===== src/rtl/pattern_scanner_pkg.sv =====
// -----------------------------------------------------------------------------
// pattern_scanner_pkg
// Shared constants for the serial bit-pattern detector family.
//   ps_state_e       : control FSM encoding (IDLE / SCAN / DONE)
//   cnt_width()      : width of bit-position and match-count fields for a
//                      scanned word of data_w bits (must hold 0..data_w)
//   DEFAULT_DATA_W   : default scanned word width
//   DEFAULT_PAT_W    : default pattern length
// -----------------------------------------------------------------------------
package pattern_scanner_pkg;

  localparam int DEFAULT_DATA_W = 8;
  localparam int DEFAULT_PAT_W  = 5;

  typedef enum logic [1:0] {
    ST_IDLE = 2'd0,
    ST_SCAN = 2'd1,
    ST_DONE = 2'd2
  } ps_state_e;

  // Needs to represent every value 0..data_w, so the all-ones "no match"
  // marker can never collide with a real bit index (0..data_w-1).
  function automatic int cnt_width(input int data_w);
    return $clog2(data_w + 1);
  endfunction

endpackage : pattern_scanner_pkg


===== src/rtl/pattern_scanner_window.sv =====
// -----------------------------------------------------------------------------
// pattern_window
// PAT_W-bit shift window with a saturating fill counter and pattern compare.
//   clk_i      : clock
//   rst_ni     : asynchronous active-low reset
//   clear_i    : empty the window (launch of a new scan); wins over shift_i
//   shift_i    : consume bit_i this cycle
//   bit_i      : incoming serial bit, shifted in at the LSB
//   overlap_i  : 1 = keep the window full after a hit, 0 = restart filling
//   pattern_i  : target sequence, MSB is the oldest bit
//   hit_o      : combinational; the window after this shift matches
// -----------------------------------------------------------------------------
module pattern_window #(
  parameter int PAT_W = pattern_scanner_pkg::DEFAULT_PAT_W
) (
  input  logic             clk_i,
  input  logic             rst_ni,
  input  logic             clear_i,
  input  logic             shift_i,
  input  logic             bit_i,
  input  logic             overlap_i,
  input  logic [PAT_W-1:0] pattern_i,
  output logic             hit_o
);

  localparam int                FILL_W = $clog2(PAT_W + 1);
  localparam logic [FILL_W-1:0] FULL   = FILL_W'(PAT_W);

  logic [PAT_W-1:0]  win_q, win_d;
  logic [FILL_W-1:0] fill_q, fill_d;

  // Post-shift view: the compare has to see the bit being consumed now.
  logic [PAT_W-1:0]  win_shift;
  logic [FILL_W-1:0] fill_post;

  assign win_shift = (win_q << 1) | PAT_W'(bit_i);
  assign fill_post = (fill_q == FULL) ? FULL : fill_q + FILL_W'(1);
  assign hit_o     = shift_i && (fill_post == FULL) && (win_shift == pattern_i);

  always_comb begin
    win_d  = win_q;
    fill_d = fill_q;
    if (clear_i) begin
      win_d  = '0;
      fill_d = '0;
    end else if (shift_i) begin
      win_d = win_shift;
      // Without overlap the bits of a hit may not be reused, so the window
      // has to be refilled completely before the next hit is possible.
      fill_d = (hit_o && !overlap_i) ? '0 : fill_post;
    end
  end

  always_ff @(posedge clk_i or negedge rst_ni) begin
    if (!rst_ni) begin
      win_q  <= '0;
      fill_q <= '0;
    end else begin
      win_q  <= win_d;
      fill_q <= fill_d;
    end
  end

endmodule : pattern_window


===== src/rtl/pattern_scanner.sv =====
// -----------------------------------------------------------------------------
// pattern_scanner
// Scans a captured DATA_W-bit word MSB first, one bit per clock, counting
// occurrences of a PAT_W-bit pattern.
//   clk        : clock, rising edge
//   rst        : asynchronous active-low reset
//   start      : level; launches a scan when sampled high in IDLE or DONE
//   data       : word to scan (captured on the launch edge)
//   pattern    : target sequence, pattern[PAT_W-1] matched first (captured)
//   overlap    : 1 = overlapping matches counted (captured)
//   busy       : high while scanning
//   match      : one-cycle pulse per occurrence
//   match_cnt  : occurrences in the current/last scan
//   first_pos  : data bit index of the last bit of the first match,
//                all-ones when there was none
//   found      : sticky, any occurrence in the current/last scan
//   done       : one-cycle pulse on the first DONE cycle
//   dbg_state  : current control state
// Scan latency is DATA_W cycles from the launch edge; match for the last
// bit coincides with done.
// -----------------------------------------------------------------------------
module pattern_scanner
  import pattern_scanner_pkg::*;
#(
  parameter  int DATA_W = DEFAULT_DATA_W,
  parameter  int PAT_W  = DEFAULT_PAT_W,
  localparam int CNT_W  = cnt_width(DATA_W)
) (
  input  logic              clk,
  input  logic              rst,
  input  logic              start,
  input  logic [DATA_W-1:0] data,
  input  logic [PAT_W-1:0]  pattern,
  input  logic              overlap,
  output logic              busy,
  output logic              match,
  output logic [CNT_W-1:0]  match_cnt,
  output logic [CNT_W-1:0]  first_pos,
  output logic              found,
  output logic              done,
  output ps_state_e         dbg_state
);

  localparam logic [CNT_W-1:0] LAST_IDX    = CNT_W'(DATA_W - 1);
  localparam logic [CNT_W-1:0] MAX_MATCHES = CNT_W'(DATA_W - PAT_W + 1);

  ps_state_e         state_q;
  logic [DATA_W-1:0] data_q;
  logic [PAT_W-1:0]  pattern_q;
  logic              overlap_q;
  logic [CNT_W-1:0]  idx_q;
  logic [CNT_W-1:0]  match_cnt_q;
  logic [CNT_W-1:0]  first_pos_q;
  logic              found_q;
  logic              busy_q;
  logic              match_q;
  logic              done_q;

  logic              launch;
  logic              scanning;
  logic              cur_bit;
  logic              hit;
  logic [DATA_W-1:0] data_shifted;

  assign launch   = ((state_q == ST_IDLE) || (state_q == ST_DONE)) && start;
  assign scanning = (state_q == ST_SCAN);

  // Shift instead of a variable part-select so the index width can differ
  // from the data width without truncation concerns.
  assign data_shifted = data_q >> idx_q;
  assign cur_bit      = data_shifted[0];

  pattern_window #(
    .PAT_W (PAT_W)
  ) u_window (
    .clk_i     (clk),
    .rst_ni    (rst),
    .clear_i   (launch),
    .shift_i   (scanning),
    .bit_i     (cur_bit),
    .overlap_i (overlap_q),
    .pattern_i (pattern_q),
    .hit_o     (hit)
  );

  always_ff @(posedge clk or negedge rst) begin
    if (!rst) begin
      state_q     <= ST_IDLE;
      data_q      <= '0;
      pattern_q   <= '0;
      overlap_q   <= 1'b0;
      idx_q       <= '0;
      match_cnt_q <= '0;
      first_pos_q <= '1;
      found_q     <= 1'b0;
      busy_q      <= 1'b0;
      match_q     <= 1'b0;
      done_q      <= 1'b0;
    end else begin
      // Pulses default low; only the SCAN branch raises them.
      match_q <= 1'b0;
      done_q  <= 1'b0;
      unique case (state_q)
        ST_IDLE, ST_DONE: begin
          if (start) begin
            data_q      <= data;
            pattern_q   <= pattern;
            overlap_q   <= overlap;
            idx_q       <= LAST_IDX;
            match_cnt_q <= '0;
            first_pos_q <= '1;
            found_q     <= 1'b0;
            busy_q      <= 1'b1;
            state_q     <= ST_SCAN;
          end
        end
        ST_SCAN: begin
          if (hit) begin
            match_q <= 1'b1;
            found_q <= 1'b1;
            if (match_cnt_q < MAX_MATCHES) begin
              match_cnt_q <= match_cnt_q + CNT_W'(1);
            end
            if (first_pos_q == '1) begin
              first_pos_q <= idx_q;
            end
          end
          if (idx_q == '0) begin
            busy_q  <= 1'b0;
            done_q  <= 1'b1;
            state_q <= ST_DONE;
          end else begin
            idx_q <= idx_q - CNT_W'(1);
          end
        end
        default: begin
          busy_q  <= 1'b0;
          state_q <= ST_IDLE;
        end
      endcase
    end
  end

  assign busy      = busy_q;
  assign match     = match_q;
  assign match_cnt = match_cnt_q;
  assign first_pos = first_pos_q;
  assign found     = found_q;
  assign done      = done_q;
  assign dbg_state = state_q;

endmodule : pattern_scanner


===== config.mk =====
export PLATFORM = sky130hd
export DESIGN_NAME = pattern_scanner
export DESIGN_NICKNAME = d
export VERILOG_FILES = /design/src/rtl/pattern_scanner_pkg.sv /design/src/rtl/pattern_scanner_window.sv /design/src/rtl/pattern_scanner.sv
export SDC_FILE = /design/constraint.sdc
export NUM_CORES = 1
export LEC_CHECK = 0
export BUFFER_PORTS_ARGS = -buffer_cell sky130_fd_sc_hd__buf_2
export CORE_ASPECT_RATIO = 1.75
export CORE_MARGIN = 2
export CORE_UTILIZATION = 44
export CTS_CLUSTER_DIAMETER = 120
export DETAILED_ROUTE_END_ITERATION = 16
export PLACE_DENSITY = 0.65
export SYNTH_ARGS = -nofsm -noshare
export SYNTH_HDL_FRONTEND = slang
export SYNTH_SLANG_ARGS = --single-unit

===== constraint.sdc =====
create_clock -name clk -period 2.1 [get_ports clk]
set_input_delay 0.21 -clock clk [delete_from_list [all_inputs] [get_ports clk]]
set_output_delay 0.21 -clock clk [all_outputs]
set_load 0.05 [all_outputs]

# After elaboration in Yosys (flattened, before gate mapping)
# Index checks and enable logic that the tools add are counted.
dict set report word_totals {
  register_bits 39
  latchBits 0
  ram_bits 0
  romBits 0
  in_bits 17
  output_inout_bits 14
  word_cells 78
  mem_count 0
}
dict set report classes {
  n_addsub 3
  multipliers 0
  n_div 0
  order_cmp 1
  eq_ne 12
  shift 1
  mux 30
  n_bitwise 1
  n_reduce_logical 17
}
# operator count
set ops {}
lappend ops {{$mux 4} 10}
lappend ops {{$pmux 4 s2} 3}
lappend ops {{$mux 3} 4}
lappend ops {{$ne 2x2->1 const B} 6}
lappend ops {{$mux 1} 8}
lappend ops {{$reduce_and 4->1} 2}
lappend ops {{$shr 8x4->1} 1}
lappend ops {{$eq 3x3->1 const B} 2}
lappend ops {{$reduce_and 3->1} 2}
lappend ops {{$eq 5x5->1} 1}
lappend ops {{$or 5x1->5} 1}
lappend ops {{$add 4x1->4 const B} 1}
lappend ops {{$eq 4x4->1 const B} 1}
lappend ops {{$logic_and 1x1->1} 4}
lappend ops {{$logic_not 4->1} 1}
lappend ops {{$lt 4x3->1 const B} 1}
lappend ops {{$mux 2} 2}
lappend ops {{$pmux 1 s2} 2}
lappend ops {{$pmux 2 s2} 1}
lappend ops {{$reduce_and 2->1} 2}
lappend ops {{$reduce_bool 2->1} 2}
lappend ops {{$sub 4x1->4 const B} 1}
lappend ops {{$add 3x1->3 const B} 1}
lappend ops {{$eq 2x1->1 const B} 1}
lappend ops {{other kinds (5)} 5}

# Logic depth before layout (Yosys ltp)
dict set report logic_depth {
  depth_word 9
  depth_mapped 7
}

# Modules after synthesis
# From an unflattened synthesis, not the netlist that was laid out.
dict set report unflattened {
  hier_cells 172
  area_unflattened_um2 1781.7
}
# mod n_inst cells_each area_per_inst_um2 seq_area_each_um2
set by_module_without_submodules {}
lappend by_module_without_submodules {pattern_scanner 1 136 1383.8 805.8}
lappend by_module_without_submodules {pattern_window 1 36 397.9 175.2}

# Worst setup path before layout
# OpenSTA, ideal clock, no wires.
dict set report synth_path {
  kind {register to register}
  from {reg state_q[0] (netlist: dbg_state[0])}
  to {reg match_cnt_q[0] (netlist: match_cnt[0])}
  setup_time_ns 0.125
  arrival_time_ns 1.890
  slack_ns 0.085
  stages_incl_launch_ff 6
  n_path_buf 0
  cell_sequence {dfrtp_1 -> nand2b_1 -> o31ai_1 -> nand4_1 -> mux2i_1 -> a2bb2o_1}
}
dict set report synth_between {
  elab_chain_cells 5
  elab_cells_between_ends 12
  cone_classes {eq/ne: 5; mux: 1; reduce/logical: 6}
}
# item line
set synth_rtl {}
lappend synth_rtl {{start: declaration} pattern_scanner.sv:47} ;# ps_state_e state_q;
lappend synth_rtl {{start signal: assignment} pattern_scanner.sv:88} ;# state_q <= ST_IDLE;
lappend synth_rtl {{start signal: assignment} pattern_scanner.sv:114} ;# state_q <= ST_SCAN;
lappend synth_rtl {{start signal: assignment} pattern_scanner.sv:131} ;# state_q <= ST_DONE;
lappend synth_rtl {{$eq 2x1->1} {pattern_scanner.sv:66, pattern_scanner.sv:103}}
lappend synth_rtl {{$logic_and 1x1->1 (2 in series)} pattern_scanner_window.sv:38} ;# assign hit_o = shift_i && (fill_post == FULL) && (win_shift == pattern_i);
lappend synth_rtl {{$ne 2x2->1 (no line)} --}
lappend synth_rtl {{$reduce_and 4->1 (no line)} --}
lappend synth_rtl {{end signal: assignment} pattern_scanner.sv:122} ;# match_cnt_q <= match_cnt_q + CNT_W'(1);
lappend synth_rtl {{end: declaration} pattern_scanner.sv:52} ;# logic [CNT_W-1:0] match_cnt_q;
# Parallel ways exist; a longest one is shown, timed or not.
# A chain may end at the register's enable or synchronous reset.

# Worst setup path in the final report
dict set report layout_path {
  from {reg idx_q[1]}
  to {reg first_pos_q[0] (netlist: first_pos[0])}
}
dict set report layout_between {
  elab_chain_cells 6
}
# item line
set layout_rtl {}
lappend layout_rtl {{start: declaration} pattern_scanner.sv:51} ;# logic [CNT_W-1:0] idx_q;
lappend layout_rtl {{start signal: assignment} pattern_scanner.sv:133} ;# idx_q <= idx_q - CNT_W'(1);
lappend layout_rtl {{$shr 8x4->1} pattern_scanner.sv:70} ;# assign data_shifted = data_q >> idx_q;
lappend layout_rtl {{$or 5x1->5} pattern_scanner_window.sv:36} ;# assign win_shift = (win_q << 1) | PAT_W'(bit_i);
lappend layout_rtl {{$eq 5x5->1} pattern_scanner_window.sv:38}
lappend layout_rtl {{$logic_and 1x1->1} pattern_scanner_window.sv:38}
lappend layout_rtl {{$ne 2x2->1 (no line)} --}
lappend layout_rtl {{$reduce_and 4->1 (no line)} --}
lappend layout_rtl {{end signal: assignment} pattern_scanner.sv:125} ;# first_pos_q <= idx_q;
lappend layout_rtl {{end: declaration} pattern_scanner.sv:53} ;# logic [CNT_W-1:0] first_pos_q;
# No other way between the ends.

==> flow_summary.ini <==
[timing]
period_minus_slack_ns = 2.00
clock_skew_ns = 0.00375
drv_slew = 0
setup_tns_ns = 0
hold_violations = 0
tightest_slew_ns = 0.850
clock.fmax_mhz = 499
rsz0062_at_grt = false
setup_viol = 0
holdWs_ns = 0.0179
fin_crit_sh_pct = 95.4
slew_headroom_pct = 43.3

[synthesis]
synth-simple-area-share_pct = 23.1
synth_common_cells = nand2_1, dfrtp_1, nor2_1
synth_cell_types = 39
synth_top_family_by_area = simple AND/OR/NAND/NOR gates
synth_top_cell_by_area = dfrtp_1
synth-main-ff-cell = dfrtp_1
netlist_instances = 174
async_flop_share_pct = 100
synthAdderAreaFrac_pct = 1.42
synthTopCellsByArea = dfrtp_1, nand2_1, dfstp_2, mux4_1, nor2_1
synth_xor_area_share_pct = 2.49
muxShareOfSynthArea_pct = 5.47
ys_warn_count = 0
synth_top_cell_area_share_pct = 49.7
synth_area_um2 = 1760
avgSynthCellArea_um2 = 10.1
synth_edf_count = 0
synthMostInstantiatedCell = nand2_1
synth_compound_gate_area_share_pct = 10.2
ys_seq_area_share_pct = 55.7
syn_nets = 193
ys_ff_latch = 39

[pwr]
p_int_w = 0.00188
finalPower_w = 0.00330
vdd_drop_max_v = 0.000761
power.leakage_nw = 1.07
switching_share_pct = 43.0
power_density_nw_per_um2 = 1580
p_comb_share_pct = 45.6
power.switching_w = 0.00142
seqPwrFrac_pct = 39.5
clkPwrFrac_pct = 14.8

[floorplanning]
die_x_um = 51.8
dieArea_um2 = 4550
ios = 31
core_area_um2 = 3870
initial_core_util_pct = 45.6
fp.dieH_um = 87.7
num_rows = 30

[clock_network]
cts_htree_levels = 2
cts_buffers = 5
clock_insertion_delay_worst_skew_ns = 0.29
clk_path_buf_depth = 2
cts_setup_buffers = 0
clkSlewWorstSetupHoldPaths_ns = 0.07
ctsHoldBuffers = 0
cts_root_buf = clkbuf_8
cts_sinks = 39
ctsResizeCount = 0
cts_tree = built

[place]
hpwl_mm = 2.73
place_congestion = 0.790
io_buffers = 30

[global_route]
grt_pass1_vias = 1395
grt-ovfl-total = 0
antenna_found_initial = 0
grt_max_degree = 40
grt_pass1_wl_mm = 6.40
grt.total_usage_pct = 19.4

[finish]
drive_gt1_share_pct = 25.2
syn2layout_area_growth_pct = 18.6
nets = 232
n_antenna_cell = 0

[worst_setup_path]
crit_chain = mux4_1, mux2i_4, nor3_2, nor3b_4, buf_4, a21oi_1
crit_path_start_kind = flop
cpPeakStageDelay_ns = 0.63
critical-path-slowest-cell = mux4_1
path_class = reg2reg
cp_max_fo = 6
cp-end-kind = flop
cp.arrival_ns = 2.23
worstPathRequired_ns = 2.32

[routing]
dr.pass1.iters = 4
postRouteAntennaNets = 0
drt-total-wl_mm = 3.80
initialDrtViolationCount = 55
via_count = 1395
wl_per_cell_um = 14.5
vias_per_cell = 5.32
drc = 0

[flow_run]
cap_viol_max_count = 0

[worst_hold_path]
hold_class = in2async

[outcome]
status = complete, no violations
==> stage by stage <==
step | utilization, % | setup slack (ns) | std cells | cell area (um2)
floorplan | - | 0.0847 | 174 | 1760
global placement | 51.9 | 0.158 | 254 | 2010
detailed placement | 51.9 | 0.100 | 254 | 2010
CTS | 54.0 | 0.0942 | 262 | 2090
global route | 54.0 | 0.000458 | 262 | 2090
finish | 54.0 | 0.0973 | 262 | 2090
==> worst paths after layout <==
kind	start	end	slack [ns]	depth (start not counted)
setup / recovery	idx_q[1]	first_pos[0]	0.1	6
hold / removal	rst	dbg_state[1]	0.02	1
setup reg to reg	idx_q[1]	first_pos[0]	0.1	6
hold reg to reg	data_q[6]	data_q[6]	0.48	2
max in group asynchronous	rst	idx_q[1]	1.55	1
min in group clk	data[1]	data_q[1]	0.10	3
==> cells by family after synthesis <==
| logic type | after synthesis |
|---|---|
| AND/OR/NAND/NOR | 88 |
| flip-flops | 39 |
| AO/OA/AOI/OAI | 27 |
| buffers and inverters | 8 |
| XOR/XNOR | 5 |
| multiplexers | 5 |
| adder cells (fa/ha/maj) | 2 |
==> registers in the layout, indices dropped and copies added, names as in the netlist, 2 cells and up <==
signal and flops:
first_pos 4, data_q 8, match_cnt 4, dbg_state 2, idx_q 4, pattern_q 5, u_window.win_q 4, u_window.fill_q 3
==> layer usage <==
layer,up-vias,track usage (%),wire length [um]
met4,0,9.57,75
met5,-,0,0
met2,35,32.3,2000
met1,686,22.7,1560
met3,5,5.12,159
li1,669,-,-
==> worst max-delay path, delay by kind of cell (launching register included) <==
family / cells / cell delay (ns)
buffers and inverters: 1 / 0.20
flip-flops: 1 / 0.45
multiplexers: 2 / 0.82
AO/OA/AOI/OAI: 1 / 0.07
AND/OR/NAND/NOR: 2 / 0.40
==> power by group through the flow <==
stage          sequential (W)  combinational, W  clock (W)
2_1_floorplan         0.00147          0.000911          0
3_3_place_gp          0.00130           0.00145          0
3_5_place_dp          0.00132           0.00150          0
4_1_cts               0.00131           0.00151   0.000503
5_1_grt               0.00135           0.00165   0.000523
6_report              0.00130           0.00150   0.000488
==> cell type report <==
| class | instances | area, um2 |
|---|---|---|
| Multi-Input combinational cell | 127 | 751 |
| Tap cell | 48 | 60.1 |
| Inverter | 3 | 11.3 |
| Sequential cell | 39 | 981 |
| Clock buffer | 5 | 68.8 |
| Timing Repair Buffer | 37 | 203 |
| Fill cell | 368 | 1780 |
| Clock inverter | 3 | 15.0 |
==> layout by cell type (no fill, tap or decap), drive strengths merged, types with 2 or more instances in the layout <==
cell type  instances
nor2b              3
nand3              2
a22o               4
o31ai              2
xor2               4
ha                 2
o21ai              8
dfrtp             35
a21oi              5
mux2i              2
clkbuf             5
buf               37
clkinv             3
mux4               2
a21o               2
nor4               2
nand2b             4
nor2              14
inv                3
nor3               3
nand2             52
dfstp              4
Power figures use the tool's default switching activity.
